<file path="src/rtl/cpu6_ifu_pkg.sv">
// Shared definitions for the cpu6 instruction fetch unit: datapath width,
// fetch FSM encodings, the NOP filler word and the sequential PC step.
package cpu6_ifu_pkg;

   localparam int CPU6_XLEN = 32;

   // Canonical RISC-V NOP (addi x0, x0, 0), presented when no instruction is live.
   localparam logic [CPU6_XLEN-1:0] CPU6_NOP = 32'h0000_0013;

   // Byte distance between consecutive instruction words.
   localparam logic [CPU6_XLEN-1:0] CPU6_PC_INC = 32'd4;

   // Fetch FSM states.
   typedef enum logic [1:0] {
      IDLE  = 2'd0,
      REQ   = 2'd1,
      HOLD  = 2'd2,
      DRAIN = 2'd3
   } ifuState_t;

endpackage

</file>
<file path="src/rtl/cpu6_ifu_pcsel.sv">
// Next-PC selector: trap entry beats trap return beats EX redirect beats
// sequential fetch. Redirect targets are forced word aligned.
module cpu6_ifu_pcsel
   import cpu6_ifu_pkg::*;
(
   input  logic                 excp_valid,
   input  logic [CPU6_XLEN-1:0] csr_mtvec,
   input  logic                 mret_ena,
   input  logic [CPU6_XLEN-1:0] csr_mepc,
   input  logic                 redirect_valid,
   input  logic [CPU6_XLEN-1:0] redirect_pc,
   input  logic [CPU6_XLEN-1:0] fetchPc,
   output logic                 redirValid,
   output logic [CPU6_XLEN-1:0] nextPc
);

   logic [CPU6_XLEN-1:0] target;

   // Priority mux over the redirect sources, then fall back to fetchPc + 4 (wraps mod 2^32).
   always_comb begin
      target = redirect_pc;
      if (excp_valid) begin
         target = csr_mtvec;
      end else if (mret_ena) begin
         target = csr_mepc;
      end
      redirValid = excp_valid | mret_ena | redirect_valid;
      if (redirValid) begin
         nextPc = {target[CPU6_XLEN-1:2], 2'b00};
      end else begin
         nextPc = fetchPc + CPU6_PC_INC;
      end
   end

endmodule

</file>
<file path="src/rtl/cpu6_ifu.sv">
// cpu6 instruction fetch unit. Issues one instruction-memory request at a
// time and presents the returned word to EX one cycle after the ack.
//
// Handshake: imem_req/imem_addr form a request that stays asserted with a
// stable address until imem_ack; imem_ack returns imem_rdata in that same
// cycle and retires the request. A redirect during an outstanding request
// cannot withdraw it, so the request keeps its old address (killAddr) and
// its data is dropped when the ack arrives; the new target is requested on
// the following cycle. instr_validE is the only qualifier on pcE/instrE.
module cpu6_ifu
   import cpu6_ifu_pkg::*;
#(
   parameter logic [CPU6_XLEN-1:0] RESET_PC = 32'h0000_0000
) (
   input  logic                 clk,
   input  logic                 reset,
   output logic                 imem_req,
   output logic [CPU6_XLEN-1:0] imem_addr,
   input  logic                 imem_ack,
   input  logic [CPU6_XLEN-1:0] imem_rdata,
   input  logic                 redirect_valid,
   input  logic [CPU6_XLEN-1:0] redirect_pc,
   input  logic                 excp_valid,
   input  logic [CPU6_XLEN-1:0] csr_mtvec,
   input  logic                 mret_ena,
   input  logic [CPU6_XLEN-1:0] csr_mepc,
   input  logic                 stallF,
   input  logic                 empty_pipeline_reqE,
   input  logic                 empty_pipeline_ackW,
   output logic                 instr_validE,
   output logic [CPU6_XLEN-1:0] pcE,
   output logic [CPU6_XLEN-1:0] instrE,
   output ifuState_t            dbgState
);

   ifuState_t            state, stateNxt;
   logic [CPU6_XLEN-1:0] fetchPc, fetchPcNxt;
   logic                 kill, killNxt;
   logic [CPU6_XLEN-1:0] killAddr, killAddrNxt;
   logic                 validReg, validNxt;
   logic [CPU6_XLEN-1:0] pcReg, pcNxt;
   logic [CPU6_XLEN-1:0] instrReg, instrNxt;
   logic                 redirValid;
   logic [CPU6_XLEN-1:0] nextPc;

   cpu6_ifu_pcsel u_pcsel (
      .excp_valid     (excp_valid),
      .csr_mtvec      (csr_mtvec),
      .mret_ena       (mret_ena),
      .csr_mepc       (csr_mepc),
      .redirect_valid (redirect_valid),
      .redirect_pc    (redirect_pc),
      .fetchPc        (fetchPc),
      .redirValid     (redirValid),
      .nextPc         (nextPc)
   );

   // State, fetch PC, kill tracking and EX-facing output registers.
   always_ff @(posedge clk) begin
      if (reset) begin
         state    <= IDLE;
         fetchPc  <= RESET_PC;
         kill     <= 1'b0;
         killAddr <= RESET_PC;
         validReg <= 1'b0;
         pcReg    <= RESET_PC;
         instrReg <= CPU6_NOP;
      end else begin
         state    <= stateNxt;
         fetchPc  <= fetchPcNxt;
         kill     <= killNxt;
         killAddr <= killAddrNxt;
         validReg <= validNxt;
         pcReg    <= pcNxt;
         instrReg <= instrNxt;
      end
   end

   // Next-state and next-register logic; every path starts from "hold everything".
   always_comb begin
      stateNxt    = state;
      fetchPcNxt  = fetchPc;
      killNxt     = kill;
      killAddrNxt = killAddr;
      validNxt    = validReg;
      pcNxt       = pcReg;
      instrNxt    = instrReg;
      imem_req    = 1'b0;
      case (state)
         IDLE: begin
            // One settling cycle after reset; any stray ack here is ignored.
            stateNxt   = REQ;
            fetchPcNxt = RESET_PC;
         end
         REQ: begin
            imem_req = 1'b1;
            if (imem_ack) begin
               killNxt = 1'b0;
               if (redirValid) begin
                  // Redirect coincident with the ack: data belongs to the old path.
                  fetchPcNxt = nextPc;
                  validNxt   = 1'b0;
                  instrNxt   = CPU6_NOP;
                  stateNxt   = empty_pipeline_reqE ? DRAIN : REQ;
               end else if (kill) begin
                  // Ack of a request issued before a redirect: drop it.
                  stateNxt = empty_pipeline_reqE ? DRAIN : REQ;
               end else if (empty_pipeline_reqE) begin
                  // Drop the word and keep fetchPc so it is refetched after the drain.
                  validNxt = 1'b0;
                  instrNxt = CPU6_NOP;
                  stateNxt = DRAIN;
               end else begin
                  validNxt   = 1'b1;
                  pcNxt      = fetchPc;
                  instrNxt   = imem_rdata;
                  fetchPcNxt = nextPc;
                  stateNxt   = stallF ? HOLD : REQ;
               end
            end else if (redirValid) begin
               // Request still outstanding: remember its address and kill its data.
               fetchPcNxt = nextPc;
               validNxt   = 1'b0;
               instrNxt   = CPU6_NOP;
               if (!kill) begin
                  killNxt     = 1'b1;
                  killAddrNxt = fetchPc;
               end
            end else if (!stallF) begin
               // Presented instruction was consumed and nothing new arrived.
               validNxt = 1'b0;
               instrNxt = CPU6_NOP;
            end
         end
         HOLD: begin
            if (redirValid) begin
               fetchPcNxt = nextPc;
               validNxt   = 1'b0;
               instrNxt   = CPU6_NOP;
               stateNxt   = REQ;
            end else if (empty_pipeline_reqE) begin
               validNxt = 1'b0;
               instrNxt = CPU6_NOP;
               stateNxt = DRAIN;
            end else if (!stallF) begin
               stateNxt = REQ;
            end
         end
         DRAIN: begin
            // Fetch frozen; redirects still steer where fetch resumes.
            validNxt = 1'b0;
            instrNxt = CPU6_NOP;
            if (redirValid) begin
               fetchPcNxt = nextPc;
            end
            if (empty_pipeline_ackW) begin
               stateNxt = REQ;
            end
         end
         default: begin
            stateNxt = IDLE;
         end
      endcase
   end

   // An outstanding killed request keeps presenting its original address.
   always_comb begin
      imem_addr = kill ? killAddr : fetchPc;
   end

   assign instr_validE = validReg;
   assign pcE          = pcReg;
   assign instrE       = instrReg;
   assign dbgState     = state;

endmodule
</file>
<file path="config.mk">
export PLATFORM = sky130hd
export DESIGN_NAME = cpu6_ifu
export DESIGN_NICKNAME = d
export VERILOG_FILES = /design/src/rtl/cpu6_ifu_pkg.sv /design/src/rtl/cpu6_ifu_pcsel.sv /design/src/rtl/cpu6_ifu.sv
export SDC_FILE = /design/constraint.sdc
export NUM_CORES = 1
export LEC_CHECK = 0
export ABC_CLOCK_PERIOD_IN_PS = 2000
export CAP_MARGIN = 20
export CORE_ASPECT_RATIO = 1.5
export CORE_MARGIN = 1
export CORE_UTILIZATION = 30
export CTS_BUF_LIST = sky130_fd_sc_hd__clkbuf_4 sky130_fd_sc_hd__clkbuf_8
export DETAILED_ROUTE_END_ITERATION = 10
export HOLD_SLACK_MARGIN = 0.12
export MAX_ROUTING_LAYER = met4
export PLACE_DENSITY = 0.58
export SYNTH_ARGS = -nofsm -noshare
export SYNTH_HDL_FRONTEND = slang
export SYNTH_SLANG_ARGS = --single-unit
export TNS_END_PERCENT = 10
</file>
<file path="constraint.sdc">
create_clock -name clk -period 2 [get_ports clk]
set_input_delay 0.5 -clock clk [delete_from_list [all_inputs] [get_ports clk]]
set_output_delay 0.5 -clock clk [all_outputs]
set_load 0.02 [all_outputs]
</file>
* Yosys cells after proc, flatten, opt, wreduce, memory -nomap -nowiden *
Index checks and enable logic that the tools add are counted.

word-level totals
  bits in registers = 132
  output and inout port bits = 100

cells by class
  bitwise logic cells = 6
  add/sub/neg operators = 1
  reduce and logical (&&, ||, !) cells = 10
  equal/unequal tests = 10
  muxes and demuxes = 42

operators by type and width
  operator               number
  $mux 32                17
  $pmux 32 s3            2
  $add 32x3->32 const B  1
  $mux 2                 10
  $ne 4x4->1 const B     4
  $mux 1                 11
  $pmux 2 s4             1
  $reduce_and 3->1       2
  $reduce_and 5->1       1
  $eq 2x2->1 const B     2
  $ne 2x2->1 const B     2
  $not 1->1              4
  $reduce_and 2->1       2
  $reduce_and 4->1       1
  $ne 3x3->1 const B     1
  $pmux 1 s3             1
  $reduce_bool 3->1      1
  $eq 2x1->1 const B     1
  $logic_not 2->1        1
  $or 1x1->1             2
  $reduce_bool 2->1      1
  $reduce_or 2->1        1

* Logic depth before layout (Yosys ltp) *
  word-level depth = 8
  mapped depth = 10
  gate-level depth less buffers = 7

* By module *
From an unflattened synthesis, not the netlist that was laid out.

second synthesis, totals
  cell total of the unflattened synthesis = 833
  area total of the unflattened synthesis = 6749.0 µm²

by module, submodules not included
  module          area an instance (µm²)  times used  cells each
  cpu6_ifu        5285.1                  1           588
  cpu6_ifu_pcsel  1463.9                  1           245

* Worst setup path after synthesis *
Ideal clock, no wire load.

  path kind = reg-to-reg
  start point = register state[1], in the netlist dbgState[1]
  end point = register fetchPc[20]
  setup time = 0.075 ns
  path slack = -0.223 ns
  period minus slack after synthesis = 2.223 ns
  arrival = 2.148 ns
  path buffers = 2
  stages on the path, launching flop included = 10
  cells stage by stage = dfxtp_1 > inv_1 > ha_1 > buf_2 > o211a_1 > a2111oi_4 > buf_6 > a21boi_2 > a21oi_1 > o22ai_1

between the ends
  longest elaborated chain between the ends = 3

RTL lines
  item                                                            RTL line        source
  start: declaration                                              cpu6_ifu.sv:36  ifuState_t state, stateNxt;
  start signal: assignment                                        cpu6_ifu.sv:69  state <= stateNxt;
  $eq 2x2->1 / $eq 2x1->1 (equally long branches)                 cpu6_ifu.sv:89  case (state)
  $reduce_or 2->1 (no line) / $ne 4x4->1 (equally long branches)  -
  $pmux 32 s3 / $reduce_and 2->1 (equally long branches)          -
  end signal: assignment                                          cpu6_ifu.sv:70  fetchPc <= fetchPcNxt;
  end: declaration                                                cpu6_ifu.sv:37  logic [CPU6_XLEN-1:0] fetchPc, fetchPcNxt;

Parallel ways exist; a longest one is shown, timed or not.
A chain may end at the register's enable or synchronous reset.

* Worst setup path after layout *
  start point = register kill
  end point = output imem_addr[13]

between the ends
  longest elaborated chain between the ends = 1

RTL lines
  item                      RTL line        source
  start: declaration        cpu6_ifu.sv:38  logic kill, killNxt;
  start signal: assignment  cpu6_ifu.sv:71  kill <= killNxt;
  $mux 32                   -
  end: declaration          cpu6_ifu.sv:18  output logic [CPU6_XLEN-1:0] imem_addr,

No other way between the ends.

==> flow_summary.json <==
{
  "status": "finished, violations left",
  "violations": "design-rule violations, negative setup slack",
  "postCtsHoldBufs": 0,
  "dr.pass1.iters": 9,
  "reg2reg_from": "kill",
  "antenna_found_initial": 1,
  "crit_arrival_ns": 1.58,
  "cts_buffers": 17,
  "grt_overflow": 0,
  "gp_congestion": 0.924,
  "place_area_um2": 10300,
  "power_mw": 6.59,
  "drv_cap": 0,
  "vias": 7534,
  "finClkSkew_ns": 0.00969,
  "synth_top_area_cell": "dfxtp_1",
  "die-width_um": 125,
  "die-height_um": 187,
  "required_ns": 1.50,
  "hold_path.class": "in2reg",
  "synth_cell_type_count": 74,
  "netlist_area_um2": 6850,
  "synth.net_count": 983,
  "design_area_um2": 10800,
  "seq_area_frac_synth": 0.386,
  "antenna_left": 0,
  "dp_cells": 1406,
  "cts_sinks": 132,
  "fin_cells": 1442,
  "synthCells": 841,
  "root_buffer": "clkbuf_8",
  "worstSetupEndpointType": "primary output",
  "core-area_um2": 22400,
  "die_area_um2": 23400,
  "slew_headroom": 0.696,
  "clk_latency_ns": 0.46,
  "grt_pass1_vias": 7298,
  "yosys-top-cells-area": "dfxtp_1 (39%), nand2_1 (5.8%), nor3_1 (5.8%), mux2_2 (4.8%), a21oi_1 (4.1%)",
  "fin_crit_sh": 1.04,
  "nFillCells": 2199,
  "yosysTopAreaCellShare": 0.386,
  "dp_hpwl_um": 20200,
  "worst_pin_slew_ns": 0.454,
  "setup_viol": 30,
  "drive_gt1_frac": 0.245,
  "via_per_inst": 5.22,
  "htreeDepth": 4,
  "pin_count": 237,
  "clockBufferDepth": 2,
  "synth_edf_count": 0,
  "slew_viol_final": 0,
  "fin_tns_setup_ns": -1.55,
  "critPathMaxFanout": 18,
  "rows": 67,
  "synth_common_cells": "dfxtp_1 (132), nand2_1 (106), nor3_1 (79)",
  "clk_pin_slew_ns": 0.08,
  "fin_crit_ns": 2.08,
  "track_usage": 0.229,
  "synth.most_common_cell": "dfxtp_1",
  "nNetsFinal": 1294,
  "critPathKind": "reg2out",
  "async_reset_ff_frac": 0,
  "fmax_ghz": 0.480,
  "drc_errors": 21,
  "ir_drop_v": 0.000456,
  "wl_per_cell_um": 18.3,
  "synth_warnings": 0,
  "syn2layout_area_growth_pct": 58.2,
  "portBuffers": 230,
  "p_per_area_nw_per_um2": 609,
  "place_ws_ns": -0.719,
  "grt_max_degree": 33,
  "cp-startpoint": "kill",
  "worst_setup_path_start_kind": "flip-flop",
  "cts_tree": "yes",
  "grt_pass1_wl_um": 40300,
  "start_util": 0.306,
  "total_leakage_power_nw": 4.32,
  "rsz0062_at_grt": "yes",
  "avgSynthCellArea_um2": 8.14,
  "synth_flop_cell": "dfxtp_1",
  "final-hold-violation-count": 0,
  "totalWireLength_um": 26400,
  "hold_start": "reset",
  "ys_ff_latch": 132,
  "worst_slack_ns": -0.0850,
  "dr.first_iter.drc_count": 549
}
where the power goes:
group	internal (mW)	switching [mW]	leakage [nW]	total, mW
registers	2.73	0.0725	1.07	2.80
clock network	1.01	1.19	0.183	2.20
logic	0.794	0.792	3.07	1.59
registers in the layout, summed over array words and instances (netlist names):
name and flops:
instrE 32, pcE 32, killAddr 32, dbgState 2, fetchPc 32, kill 1
instr_validE 1
cells by family after synthesis:
logic type | Yosys count | synth area share
AO/OA/AOI/OAI | 213 | 0.223
adder cells (fa/ha/maj) | 5 | 0.00914
buffers and inverters | 105 | 0.0694
flip-flops | 132 | 0.386
multiplexers | 33 | 0.0535
AND/OR/NAND/NOR | 353 | 0.259
cells in the final DEF (no fill, tap or decap), types with 5 or more instances in the layout:
| master | count |
|---|---|
| a211oi_1 | 12 |
| a21o_1 | 9 |
| a21oi_1 | 53 |
| a221oi_1 | 15 |
| a22o_1 | 29 |
| and2_1 | 9 |
| and3_1 | 8 |
| buf_12 | 10 |
| buf_2 | 17 |
| buf_4 | 128 |
| buf_6 | 16 |
| clkbuf_8 | 17 |
| clkdlybuf4s50_1 | 185 |
| dfxtp_1 | 129 |
| dlymetal6s2s_1 | 7 |
| inv_1 | 28 |
| mux2_2 | 19 |
| mux2_4 | 10 |
| nand2_1 | 105 |
| nand3_1 | 14 |
| nand4_1 | 13 |
| nor2_1 | 63 |
| nor2b_1 | 5 |
| nor3_1 | 79 |
| nor4_1 | 5 |
| o211ai_1 | 14 |
| o21ai_0 | 14 |
| o21ai_1 | 5 |
| o22ai_1 | 7 |
| o31ai_1 | 5 |
worst paths after layout:
| check | end | slack [ns] | cells past startpoint |
|---|---|---|---|
| setup / recovery | imem_addr[13] | -0.08 | 3 |
| setup reg to reg | fetchPc[24] | -0.01 | 7 |
| hold reg to reg | pcE[28] | 0.46 | 2 |
| hold / removal | pcE[26] | 0.35 | 2 |
stage by stage:
step / util / hold WS [ns]
global route: 0.484 / 0.325
detailed placement: 0.460 / 0.446
floorplan: - / 0.438
global placement: 0.460 / 0.444
CTS: 0.476 / 0.327
finish: 0.484 / 0.348
layer usage:
| metal | GRT usage | wire [um] | vias to the layer above |
|---|---|---|---|
| met2 | 0.401 | 13400 | 310 |
| met5 | - | 0 | - |
| met4 | 0.0891 | 886 | 0 |
| met3 | 0.0429 | 1460 | 51 |
| met1 | 0.256 | 10600 | 3498 |
| li1 | - | - | 3675 |
area by class of cell:
type / count / area [um^2] / area share
clock inverters: 15 / 145 / 0.0134
inverters: 28 / 105 / 0.00971
well taps: 276 / 345 / 0.0319
repair buffers: 369 / 3430 / 0.317
flip-flops and latches: 132 / 2650 / 0.245
multi-input cells: 604 / 3910 / 0.361
diodes: 1 / 2.50 / 0.000231
clock buffers: 17 / 234 / 0.0216
critical path, stage by stage (launching register included):
cell	delay, ns
dfxtp_4	0.41
buf_12	0.18
mux2_2	0.37
buf_2	0.17
what timing repair did:
item / 4_1_cts / 5_1_grt
resized for setup: 164 / 61
gates cloned: 1 / 0
pin swaps: 2 / 10
setup buffers: 0 / 2
endpoints found under the setup margin: 83 / 125
No activity file was read; power rests on OpenSTA's default activity.
